==> src/rtl/sinina_codec_pkg.sv <==
// Shared definitions for the SININA AND-gadget codec: replication factor,
// FSM state encoding and the share encoder.
package sinina_codec_pkg;

    localparam int REP = 3;

    typedef enum logic [1:0] {
        IDLE  = 2'd0,
        DRIVE = 2'd1,
        HOLD  = 2'd2
    } state_e;

    // Two replicated Boolean shares of one plain bit.
    typedef struct packed {
        logic [REP-1:0] s0;
        logic [REP-1:0] s1;
    } share_pair_t;

    // Split a bit into (bit^mask, mask), each replicated REP times.
    function automatic share_pair_t encode(input logic b, input logic m);
        share_pair_t r;
        r.s0 = {REP{b ^ m}};
        r.s1 = {REP{m}};
        return r;
    endfunction

endpackage

==> src/rtl/sinina_and_codec_if.sv <==
// Upstream operand handshake and downstream result handshake of the codec.
interface sinina_and_codec_if;
    logic       in_valid;
    logic       in_ready;
    logic       in_a;
    logic       in_b;
    logic [1:0] in_m;
    logic       out_valid;
    logic       out_ready;
    logic       out_c;
    logic       out_fault;

    // Driver / consumer side
    modport master (
        output in_valid, in_a, in_b, in_m, out_ready,
        input  in_ready, out_valid, out_c, out_fault
    );

    // Codec side
    modport slave (
        input  in_valid, in_a, in_b, in_m, out_ready,
        output in_ready, out_valid, out_c, out_fault
    );
endinterface

==> src/rtl/sinina_maj3_dec.sv <==
// Combinational 2-of-3 majority vote with a flag raised when the three
// replicas do not all agree.
module sinina_maj3_dec (
    input  logic [2:0] v,
    output logic       maj,
    output logic       disagree
);
    // Majority and disagreement are pure functions of the triple
    always_comb begin
        maj      = (v[0] & v[1]) | (v[0] & v[2]) | (v[1] & v[2]);
        disagree = (v != 3'b000) && (v != 3'b111);
    end
endmodule

==> src/rtl/sinina_and_codec.sv <==
// Encoder/decoder wrapped around a triplicated 2-share masked AND gadget:
// masks and replicates one operand pair, waits out the gadget pipeline,
// then majority-decodes, unmasks and reports replica disagreement.
module sinina_and_codec
    import sinina_codec_pkg::*;
#(
    parameter int LATENCY = 3,
    parameter int CNT_W   = 8
) (
    input  logic              clk,
    input  logic              reset,
    sinina_and_codec_if.slave io,
    output logic [REP-1:0]    gad_a_0,
    output logic [REP-1:0]    gad_a_1,
    output logic [REP-1:0]    gad_b_0,
    output logic [REP-1:0]    gad_b_1,
    input  logic [REP-1:0]    gad_c_0,
    input  logic [REP-1:0]    gad_c_1,
    output logic [CNT_W-1:0]  fault_cnt,
    output logic              alarm
);

    localparam logic [1:0] S_IDLE  = 2'(IDLE);
    localparam logic [1:0] S_DRIVE = 2'(DRIVE);
    localparam logic [1:0] S_HOLD  = 2'(HOLD);
    localparam int         CW      = $clog2(LATENCY + 1);

    logic [1:0]       state_q, state_d;
    logic [CW-1:0]    cnt_q, cnt_d;
    share_pair_t      sh_a_q, sh_a_d;
    share_pair_t      sh_b_q, sh_b_d;
    logic             out_valid_q, out_valid_d;
    logic             out_c_q, out_c_d;
    logic             out_fault_q, out_fault_d;
    logic [CNT_W-1:0] fault_cnt_q, fault_cnt_d;
    logic             alarm_q, alarm_d;

    logic d0, d1, dis0, dis1, cap_fault;

    sinina_maj3_dec u_dec_c0 (.v(gad_c_0), .maj(d0), .disagree(dis0));
    sinina_maj3_dec u_dec_c1 (.v(gad_c_1), .maj(d1), .disagree(dis1));

    assign cap_fault = dis0 | dis1;

    // Next-state: accept in IDLE, count out the gadget latency in DRIVE,
    // capture the decoded result when the count expires, hold until taken.
    always_comb begin
        state_d     = state_q;
        cnt_d       = cnt_q;
        sh_a_d      = sh_a_q;
        sh_b_d      = sh_b_q;
        out_valid_d = out_valid_q;
        out_c_d     = out_c_q;
        out_fault_d = out_fault_q;
        fault_cnt_d = fault_cnt_q;
        alarm_d     = alarm_q;
        case (state_q)
            S_IDLE: begin
                if (io.in_valid) begin
                    state_d = S_DRIVE;
                    cnt_d   = CW'(LATENCY);
                    sh_a_d  = encode(io.in_a, io.in_m[0]);
                    sh_b_d  = encode(io.in_b, io.in_m[1]);
                end
            end
            S_DRIVE: begin
                if (cnt_q == '0) begin
                    // Shares drop to zero as soon as the gadget result is taken
                    state_d     = S_HOLD;
                    sh_a_d      = '0;
                    sh_b_d      = '0;
                    out_valid_d = 1'b1;
                    out_c_d     = d0 ^ d1;
                    out_fault_d = cap_fault;
                    if (cap_fault) begin
                        alarm_d = 1'b1;
                        if (fault_cnt_q != '1) begin
                            fault_cnt_d = fault_cnt_q + CNT_W'(1);
                        end
                    end
                end else begin
                    cnt_d = cnt_q - CW'(1);
                end
            end
            S_HOLD: begin
                if (io.out_ready) begin
                    state_d     = S_IDLE;
                    out_valid_d = 1'b0;
                end
            end
            default: begin
                state_d = S_IDLE;
            end
        endcase
    end

    // State registers; an asserted reset abandons any in-flight operation
    always_ff @(posedge clk or negedge reset) begin
        if (!reset) begin
            state_q     <= S_IDLE;
            cnt_q       <= '0;
            sh_a_q      <= '0;
            sh_b_q      <= '0;
            out_valid_q <= 1'b0;
            out_c_q     <= 1'b0;
            out_fault_q <= 1'b0;
            fault_cnt_q <= '0;
            alarm_q     <= 1'b0;
        end else begin
            state_q     <= state_d;
            cnt_q       <= cnt_d;
            sh_a_q      <= sh_a_d;
            sh_b_q      <= sh_b_d;
            out_valid_q <= out_valid_d;
            out_c_q     <= out_c_d;
            out_fault_q <= out_fault_d;
            fault_cnt_q <= fault_cnt_d;
            alarm_q     <= alarm_d;
        end
    end

    // Output mapping; shares come straight from registers so they are
    // glitch-free toward the gadget
    always_comb begin
        io.in_ready  = (state_q == S_IDLE);
        io.out_valid = out_valid_q;
        io.out_c     = out_c_q;
        io.out_fault = out_fault_q;
        gad_a_0      = sh_a_q.s0;
        gad_a_1      = sh_a_q.s1;
        gad_b_0      = sh_b_q.s0;
        gad_b_1      = sh_b_q.s1;
        fault_cnt    = fault_cnt_q;
        alarm        = alarm_q;
    end

endmodule

==> src/flat_wrapper.sv <==
// flat-port wrapper written by rule: the top's interface ports become plain ports
module sinina_and_codec_flat import sinina_codec_pkg::*;
#(
    parameter int LATENCY = 3,
    parameter int CNT_W   = 8
)
  (clk, reset, gad_a_0, gad_a_1, gad_b_0, gad_b_1, gad_c_0, gad_c_1, fault_cnt, alarm, io_in_valid, io_in_a, io_in_b, io_in_m, io_out_ready, io_in_ready, io_out_valid, io_out_c, io_out_fault);
  sinina_and_codec_if io_i ();
  input  logic clk;
  input  logic reset;
  output logic [REP-1:0] gad_a_0;
  output logic [REP-1:0] gad_a_1;
  output logic [REP-1:0] gad_b_0;
  output logic [REP-1:0] gad_b_1;
  input  logic [REP-1:0] gad_c_0;
  input  logic [REP-1:0] gad_c_1;
  output logic [CNT_W-1:0] fault_cnt;
  output logic alarm;
  input wire logic [$bits(io_i.in_valid)-1:0] io_in_valid;
  input wire logic [$bits(io_i.in_a)-1:0] io_in_a;
  input wire logic [$bits(io_i.in_b)-1:0] io_in_b;
  input wire logic [$bits(io_i.in_m)-1:0] io_in_m;
  input wire logic [$bits(io_i.out_ready)-1:0] io_out_ready;
  output wire logic [$bits(io_i.in_ready)-1:0] io_in_ready;
  output wire logic [$bits(io_i.out_valid)-1:0] io_out_valid;
  output wire logic [$bits(io_i.out_c)-1:0] io_out_c;
  output wire logic [$bits(io_i.out_fault)-1:0] io_out_fault;
  assign io_i.in_valid = io_in_valid;
  assign io_i.in_a = io_in_a;
  assign io_i.in_b = io_in_b;
  assign io_i.in_m = io_in_m;
  assign io_i.out_ready = io_out_ready;
  assign io_in_ready = io_i.in_ready;
  assign io_out_valid = io_i.out_valid;
  assign io_out_c = io_i.out_c;
  assign io_out_fault = io_i.out_fault;
  sinina_and_codec #(.LATENCY(LATENCY), .CNT_W(CNT_W)) u_core (.clk(clk), .reset(reset), .io(io_i), .gad_a_0(gad_a_0), .gad_a_1(gad_a_1), .gad_b_0(gad_b_0), .gad_b_1(gad_b_1), .gad_c_0(gad_c_0), .gad_c_1(gad_c_1), .fault_cnt(fault_cnt), .alarm(alarm));
endmodule
==> config.mk <==
export PLATFORM = sky130hd
export DESIGN_NAME = sinina_and_codec_flat
export DESIGN_NICKNAME = d
export VERILOG_FILES = /design/src/rtl/sinina_codec_pkg.sv /design/src/rtl/sinina_and_codec_if.sv /design/src/rtl/sinina_maj3_dec.sv /design/src/rtl/sinina_and_codec.sv /design/src/flat_wrapper.sv
export SDC_FILE = /design/constraint.sdc
export NUM_CORES = 1
export LEC_CHECK = 0
export BUFFER_PORTS_ARGS = -buffer_cell sky130_fd_sc_hd__buf_2
export CAP_MARGIN = 20
export CORE_MARGIN = 4
export CORE_UTILIZATION = 52
export DETAILED_ROUTE_END_ITERATION = 10
export PLACE_DENSITY = 0.83
export SLEW_MARGIN = 20
export SYNTH_ARGS = -nofsm -noshare
export SYNTH_HDL_FRONTEND = slang
export SYNTH_SLANG_ARGS = --single-unit
==> constraint.sdc <==
create_clock -name clk -period 4.99 [get_ports clk]
set_clock_uncertainty 0.1 [all_clocks]
set_input_delay 0.499 -clock clk [delete_from_list [all_inputs] [get_ports clk]]
set_output_delay 0.499 -clock clk [all_outputs]
set_load 0.02 [all_outputs]
* Word level (Yosys, flattened, before mapping) *
Index checks and enable logic that the tools add are counted.

operators by class
  $add $sub $neg = 2
  eq/ne operators = 9
  mux-type cells = 15
  bitwise gates (word level) = 14
  reduce and logical (&&, ||, !) cells = 15

operator list
  kind                                                   count
  one-hot mux 6 bit (2 select lines)                     2
  2-to-1 mux 6 bit                                       3
  AND reduction 3 bit                                    5
  2-to-1 mux 2 bit                                       5
  adder 8 x 1 -> 8 bit, second input constant            1
  inequality test 8 bit, second input constant           1
  bitwise AND 1 bit                                      6
  inequality test 2 bit, second input constant           3
  inequality test 3 bit, second input constant           2
  one-hot mux 2 bit (3 select lines)                     1
  nonzero test 3 bit                                     2
  bitwise OR 1 bit                                       5
  logical NOT 2 bit                                      2
  one-hot mux 2 bit (2 select lines)                     1
  AND reduction 4 bit                                    1
  nonzero test 2 bit                                     2
  XOR 1 bit                                              3
  equality test 2 x 1 -> 1 bit, second input constant    1
  equality test 2 bit, second input constant             1
  logical AND 1 bit                                      2
  2-to-1 mux 1 bit                                       2
  inequality test 2 x 1 -> 1 bit, second input constant  1
  one-hot mux 1 bit (2 select lines)                     1
  AND reduction 2 bit                                    1
  subtractor 2 x 1 -> 2 bit, second input constant       1

word-level totals
  bits in registers = 28
  bits of input ports = 14
  output and inout bits = 25
  logic and storage cells = 66

* Logic depth before layout (Yosys ltp) *
Gate-level depths: netlist (run 1).

  depth after elaboration = 4
  gate-level depth with buffers = 7
  depth with buffers taken out = 6

* By module *
From an unflattened synthesis (run 1), not the netlist that was laid out.

second synthesis, totals
  cells, all modules = 102
  area, all modules = 1,094.8 sq um

by module, submodules not included
  module            instances  cells each  area an instance (sq um)  sequential area each (sq um)
  sinina_and_codec  1          94          1,042.2                   500.5
  sinina_maj3_dec   2          4           26.3                      0.0

* Worst setup path after synthesis (run 1) *
Ideal clock, no wire load.

  path kind = reg-to-reg
  start point = reg u_core.cnt_q[0]
  end point = reg u_core.fault_cnt_q[6], in the netlist u_core.fault_cnt[6]
  setup time = 0.125 ns
  arrival time = 1.610 ns
  required time = 4.765 ns
  path slack = 3.155 ns
  cell stages (with the launch flop) = 8
  path buffers = 1
  period minus slack after synthesis = 1.835 ns
  cell sequence = dfrtp_1 -> inv_1 -> ha_1 -> nand3b_4 -> a41o_1 -> buf_6 -> nor3_1 -> mux2_2

on the way
  longest elaborated chain between the ends = 2

ends and longest elaborated chain
  item                                  RTL line                 text
  from (decl)                           sinina_and_codec.sv:29   logic [CW-1:0] cnt_q, cnt_d;
  from (signal assigned)                sinina_and_codec.sv:111  cnt_q <= cnt_d;
  logical NOT 2 bit                     sinina_and_codec.sv:67   if (cnt_q == '0) begin
  AND reduction 4 bit (no source line)  n/a
  to (signal assigned)                  sinina_and_codec.sv:117  fault_cnt_q <= fault_cnt_d;
  to (decl)                             sinina_and_codec.sv:35   logic [CNT_W-1:0] fault_cnt_q, fault_cnt_d;

Every way passes these cells.
A chain may end at the register's enable or synchronous reset.

* Worst setup path after layout (run 1) *
Same ends and word-level chain as after synthesis.

==> results of run 1 <==
[worst reg2reg max path, cell delays in order, from the launching register on]
cell	delay (ps)
dfrtp_1	420
inv_1	70
ha_1	280
nand3b_4	120
a41o_1	380
nor3_1	210
mux2_2	350
[layout make-up]
cell class | instances | area [sq um] | area share [%]
sequential | 20 | 500 | 39.4
clock buffer | 3 | 22.5 | 1.77
inverter | 5 | 18.8 | 1.48
tap | 27 | 33.8 | 2.66
timing repair buffer | 38 | 190 | 15.0
multi-input combinational | 72 | 504 | 39.7
[stage by stage]
step / hold slack [ps] / instances / worst slack, ps / area [sq um]
floorplan: 103 / 108 / 3160 / 1110
CTS: 39.1 / 165 / 2930 / 1270
finish: 11.3 / 165 / 2960 / 1270
global placement: 354 / 162 / 3040 / 1250
detailed placement: 349 / 162 / 2940 / 1250
global route: 53.1 / 165 / 2770 / 1270
[worst paths after layout]
path,startpoint,end,depth (start not counted)
worst max-delay path,u_core.cnt_q[0],u_core.fault_cnt[6],6
worst min-delay path,reset,u_core.fault_cnt[5],1
worst max register to register,u_core.cnt_q[0],u_core.fault_cnt[6],6
worst min register to register,u_core.alarm,u_core.alarm,1
max in group asynchronous,reset,u_core.cnt_q[1],1
min in group clk,io_out_ready,u_core.state_q[1],4
[registers in the layout, summed over array words and instances, names as in the netlist]
signal,flops
u_core.alarm,1
u_core.cnt_q,2
u_core.fault_cnt,8
u_core.gad_a_0,1
u_core.gad_a_1,1
u_core.gad_b_0,1
u_core.gad_b_1,1
u_core.io.out_c,1
u_core.io.out_fault,1
u_core.io.out_valid,1
u_core.state_q,2
[power groups by stage]
| stage | combinational [mW] | sequential (mW) | clock, mW |
|---|---|---|---|
| 5_1_grt | 0.459 | 0.325 | 0.0838 |
| 4_1_cts | 0.424 | 0.312 | 0.0776 |
| 3_3_place_gp | 0.405 | 0.311 | 0 |
| 3_5_place_dp | 0.423 | 0.316 | 0 |
| 6_report | 0.416 | 0.313 | 0.0774 |
| 2_1_floorplan | 0.284 | 0.362 | 0 |
[synth_stat cells, drive strengths merged]
| cell | instances |
|---|---|
| nor3 | 5 |
| nand2b | 2 |
| o31ai | 2 |
| nand4 | 1 |
| nor2b | 1 |
| o21ba | 1 |
| nor4 | 2 |
| buf | 11 |
| mux2 | 2 |
| mux2i | 1 |
| xor2 | 5 |
| maj3 | 2 |
| a21oi | 5 |
| nand3b | 1 |
| o21ai | 5 |
| dfrtp | 20 |
| ha | 2 |
| xnor2 | 3 |
| nand3 | 3 |
| nor3b | 1 |
| nand2 | 12 |
| a22o | 2 |
| a21bo | 2 |
| o21bai | 2 |
| inv | 5 |
| nor2 | 9 |
| a41o | 1 |
[routing by layer]
metal	vias to the layer above	GRT usage, %	wire length, microns
met1	416	19.7	888
met4	0	7.88	44
met2	34	25.3	950
li1	425	-	-
met3	5	3.81	188
met5	-	0	0
[cell families after synthesis]
group / Yosys count / synth area share [%]
flip-flops: 20 / 45.0
adder cells (fa/ha/maj): 4 / 4.05
AO/OA/AOI/OAI: 20 / 12.4
XOR/XNOR: 8 / 6.31
multiplexers: 3 / 2.93
AND/OR/NAND/NOR: 37 / 19.7
buffers and inverters: 16 / 9.57
==> results.json, run 1 <==
{
  "drt-vias-per-instance": 5.33,
  "num_rows": 16,
  "clkTransAtPathRegs_ps": 110,
  "htree_num_levels": 1,
  "worstHoldPathType": "in2async",
  "hold_violations": 0,
  "final_common_cell": "buf_2",
  "setup_viol": 0,
  "drc_errors": 0,
  "finalWirelength_mm": 2.07,
  "drtIter0Drc": 11,
  "die_area_sq_mm": 0.00294,
  "gp_congestion": 0.801,
  "tightest_slew_ps": 456,
  "grt_setup_unrepaired": "no",
  "synth_cell_types": 33,
  "cts_buffers": 3,
  "synth_area_leader_cell": "dfrtp_1",
  "fin_crit_sh_pct": 40.7,
  "p_sw_mw": 0.392,
  "ys_seq_area_share_pct": 45.0,
  "swShare_pct": 48.6,
  "cts_tree": "yes",
  "max_freq_ghz": 0.493,
  "initial_core_util_pct": 55.5,
  "vias": 880,
  "cp_cell_sequence": "inv_1 > ha_1 > nand3b_4 > a41o_1 > nor3_1 > mux2_2",
  "yosys_warnings": 0,
  "num_io_pins": 39,
  "status": "finished clean",
  "drive_above_1_share_pct": 36.2,
  "grt-ovfl-total": 0,
  "powerDensity_mw_per_mm2": 635,
  "post-route-util_pct": 63.4,
  "cts_resized": 0,
  "p_comb_share_pct": 51.6,
  "die_w_microns": 54.2,
  "synth_seq_cells": 20,
  "slowest_stage": "dfrtp_1",
  "vdd_drop_max_mv": 0.291,
  "cts.sinks": 20,
  "arrival_ps": 2130,
  "portBuffers": 38,
  "clockRootBuffer": "clkbuf_4",
  "cts_max_path_buffers": 2,
  "synth_area_sq_mm": 0.00111,
  "insertion_delay_ps": 310,
  "path_max_fanout": 10,
  "yosysTopAreaCellShare_pct": 45.0,
  "p_clk_share_pct": 9.6,
  "syn_area_per_cell_sq_um": 10.3,
  "antenna_found_initial": 0,
  "fin_crit_ps": 2030,
  "critical_path.top_delay_family": "flip-flops",
  "setup-tns-final_ps": 0,
  "ctsHoldBuffers": 0,
  "core_region_area_sq_mm": 0.00200,
  "final_cell_mix": "buf_2, dfrtp_1, nand2_1",
  "critical_path_class": "reg2reg",
  "maxCapViolCount": 0,
  "pwr-share-seq_pct": 38.8,
  "ant_nets": 0,
  "drtPass1Iterations": 4,
  "critPathMaxStageDelay_ps": 420,
  "final_net_count": 156,
  "n_fill_cell": 172,
  "grt_pass1_wl_mm": 3.27,
  "endpoint_kind": "flop",
  "r2r_slack_ps": 2960,
  "grt_max_degree": 21,
  "cp_num_buf_inv": 1,
  "antenna-diode-count": 0,
  "syn-num-nets": 124,
  "slew_viol_final": 0,
  "p_total_mw": 0.806,
  "grt_pass1_vias": 787,
  "p_leak_nw": 0.622,
  "wl_per_cell_microns": 12.6,
  "start_kind": "flop",
  "post-cts-setup-buffers": 0,
  "p_int_mw": 0.414,
  "crit_required_ps": 5090,
  "die_h_microns": 54.2,
  "syn_to_final_growth_pct": 14.3,
  "dpl.hpwl_mm": 1.64,
  "slew_headroom_pct": 69.6,
  "grt_util_all_layers_pct": 15.8,
  "synthTopCellsByArea": "dfrtp_1, buf_4, nand2_1, xor2_1, nor2_1",
  "synth_cells": 108
}
(Power assumes the default switching activity.)
==> run 2, diff against run 1 <==
- CORE_UTILIZATION: 52 -> 48
- PLACE_DENSITY: 0.83 -> 0.77
- clock period: 4.99 -> 1.9 ns (I/O delays scaled with it)
==> run 2 against run 1 <==
- clock-buffer cell count rose by 1
- fmax grew 15%
- register-to-register slack worse by 2800 ps
- critical path depth rose by 1
- final cell count is 5.5% higher
- core utilization decreased by 2.5 points
- largest cell class unchanged
- power increased to 2.8 times the previous value
- first-iteration DRC count rose by 140%
- critical endpoint is now u_core.fault_cnt[7]
==> results.json, run 2 (synthesis results as in run 1) <==
{
  "status": "finished clean",
  "grt_util_all_layers_pct": 14.8,
  "initial_core_util_pct": 50.2,
  "finalWirelength_mm": 2.29,
  "core_region_area_sq_mm": 0.00221,
  "slew_viol_final": 0,
  "grt_setup_unrepaired": "no",
  "powerDensity_mw_per_mm2": 1680,
  "gp_congestion": 0.790,
  "hold_violations": 0,
  "grt_max_degree": 21,
  "grt_pass1_wl_mm": 3.72,
  "num_io_pins": 39,
  "maxCapViolCount": 0,
  "num_rows": 17,
  "setup_viol": 0,
  "p_clk_share_pct": 11.1,
  "slowest_stage": "dfrtp_1",
  "critical_path_class": "reg2reg",
  "worstHoldPathType": "in2reg",
  "place_area_sq_mm": 0.00128,
  "dpl.hpwl_mm": 1.70,
  "endpoint_kind": "flop",
  "pwr-share-seq_pct": 34.2,
  "n_fill_cell": 205,
  "tightest_slew_ps": 446,
  "clkTransAtPathRegs_ps": 120,
  "die_w_microns": 56.1,
  "wl_per_cell_microns": 13.1,
  "path_max_fanout": 6,
  "ant_nets": 0,
  "die_h_microns": 56.1,
  "final_net_count": 163,
  "fin_crit_ps": 1770,
  "cp_cell_sequence": "inv_1 > ha_2 > nand3b_4 > a41o_2 > buf_4 > nor4_4 > xor2_1",
  "drtIter0Drc": 26,
  "cts_tree": "yes",
  "clockRootBuffer": "clkbuf_4",
  "p_comb_share_pct": 54.7,
  "antenna_found_initial": 0,
  "swShare_pct": 47.3,
  "die_area_sq_mm": 0.00315,
  "drtPass1Iterations": 4,
  "insertion_delay_ps": 290,
  "slew_headroom_pct": 70.3,
  "p_leak_nw": 0.660,
  "fin_area_sq_mm": 0.00135,
  "cts_buffers": 3,
  "portBuffers": 38,
  "final_cell_mix": "buf_2, dfrtp_1, nand2_1",
  "drt-vias-per-instance": 5.07,
  "p_sw_mw": 1.07,
  "cts.sinks": 20,
  "critPathMaxStageDelay_ps": 410,
  "final_common_cell": "buf_2",
  "p_total_mw": 2.27,
  "multiInputGateArea_sq_um": 513,
  "antenna-diode-count": 0,
  "post-route-util_pct": 61.0,
  "cts_max_path_buffers": 2,
  "arrival_ps": 1910,
  "htree_num_levels": 1,
  "p_int_mw": 1.20,
  "largest_register_ffs": 8,
  "grt-ovfl-total": 0,
  "setup-tns-final_ps": 0,
  "fin_crit_sh_pct": 93.2,
  "vdd_drop_max_mv": 0.916,
  "ff_latch_area_sq_um": 500,
  "start_kind": "flop",
  "grt_pass1_vias": 885,
  "drive_above_1_share_pct": 41.1,
  "drc_errors": 0,
  "vias": 882,
  "syn_to_final_growth_pct": 21.4,
  "crit_required_ps": 2040,
  "max_freq_ghz": 0.564
}
-- run 2: cell count changes in the layout (fill, tap and decap cells not counted), sizes merged --
cell	delta
clkbuf	+1
buf	+6
dlygate4sd3	+1
-- run 2: power by group through the flow --
stage          sequential [mW]  combinational (mW)  clock (mW)
6_report                 0.778                1.24       0.251
5_1_grt                  0.808                1.37       0.272
4_1_cts                  0.784                1.20       0.259
3_5_place_dp             0.794                1.19           0
3_3_place_gp             0.782                1.15           0
2_1_floorplan            0.950               0.745           0
-- run 2: area by class of cell --
| type | instances | area share (%) |
|---|---|---|
| clock buffers | 4 | 2.69 |
| inverters | 5 | 1.39 |
| flip-flops and latches | 20 | 37.1 |
| repair buffers | 45 | 18.2 |
| well taps | 28 | 2.60 |
| multi-input cells | 72 | 38.0 |
-- run 2: path summary, 6_finish.rpt --
path | slack [ps] | startpoint | depth (start not counted) | to
worst max-delay path | 130 | u_core.cnt_q[1] | 7 | u_core.fault_cnt[7]
worst min register to register | 390 | u_core.alarm | 1 | u_core.alarm
max in group asynchronous | 1140 | reset | 2 | u_core.state_q[0]
worst min-delay path | 40 | io_in_m[0] | 2 | u_core.gad_a_1[1]
min in group asynchronous | 250 | reset | 2 | u_core.fault_cnt[4]
worst max register to register | 130 | u_core.cnt_q[1] | 7 | u_core.fault_cnt[7]
-- run 2: metrics by stage --
step	instances	setup WS, ps	hold slack [ps]
2_1_floorplan	108	65.3	-206
3_3_place_gp	167	163	56.0
3_5_place_dp	167	89.6	60.1
4_1_cts	172	71.7	36.9
5_1_grt	174	3.33	42.8
6_report	174	128	41.8
-- run 2: repair_timing --
| action | 4_1_cts | 5_1_grt |
|---|---|---|
| endpoints found under the setup margin | 0 | 5 |
| resized for setup | 0 | 3 |
| hold buffers | 1 | 0 |
| endpoints found under the hold margin | 20 | 0 |
| buffers inserted | 0 | 2 |
-- run 2: worst max-delay path: cells and delay by family (launching register included) --
family | cells | cell delay [ps]
adder cells (fa/ha/maj) | 1 | 200
XOR/XNOR | 1 | 160
buffers and inverters | 2 | 240
flip-flops | 1 | 410
AND/OR/NAND/NOR | 2 | 320
AO/OA/AOI/OAI | 1 | 280
-- run 2: layer usage --
layer	vias to the layer above	GRT usage, %	part of all wire (%)
li1	435	-	-
met1	415	17.8	42
met2	30	25.4	50
met3	2	2.55	7.3
met4	0	7.12	0.44
met5	-	0	0
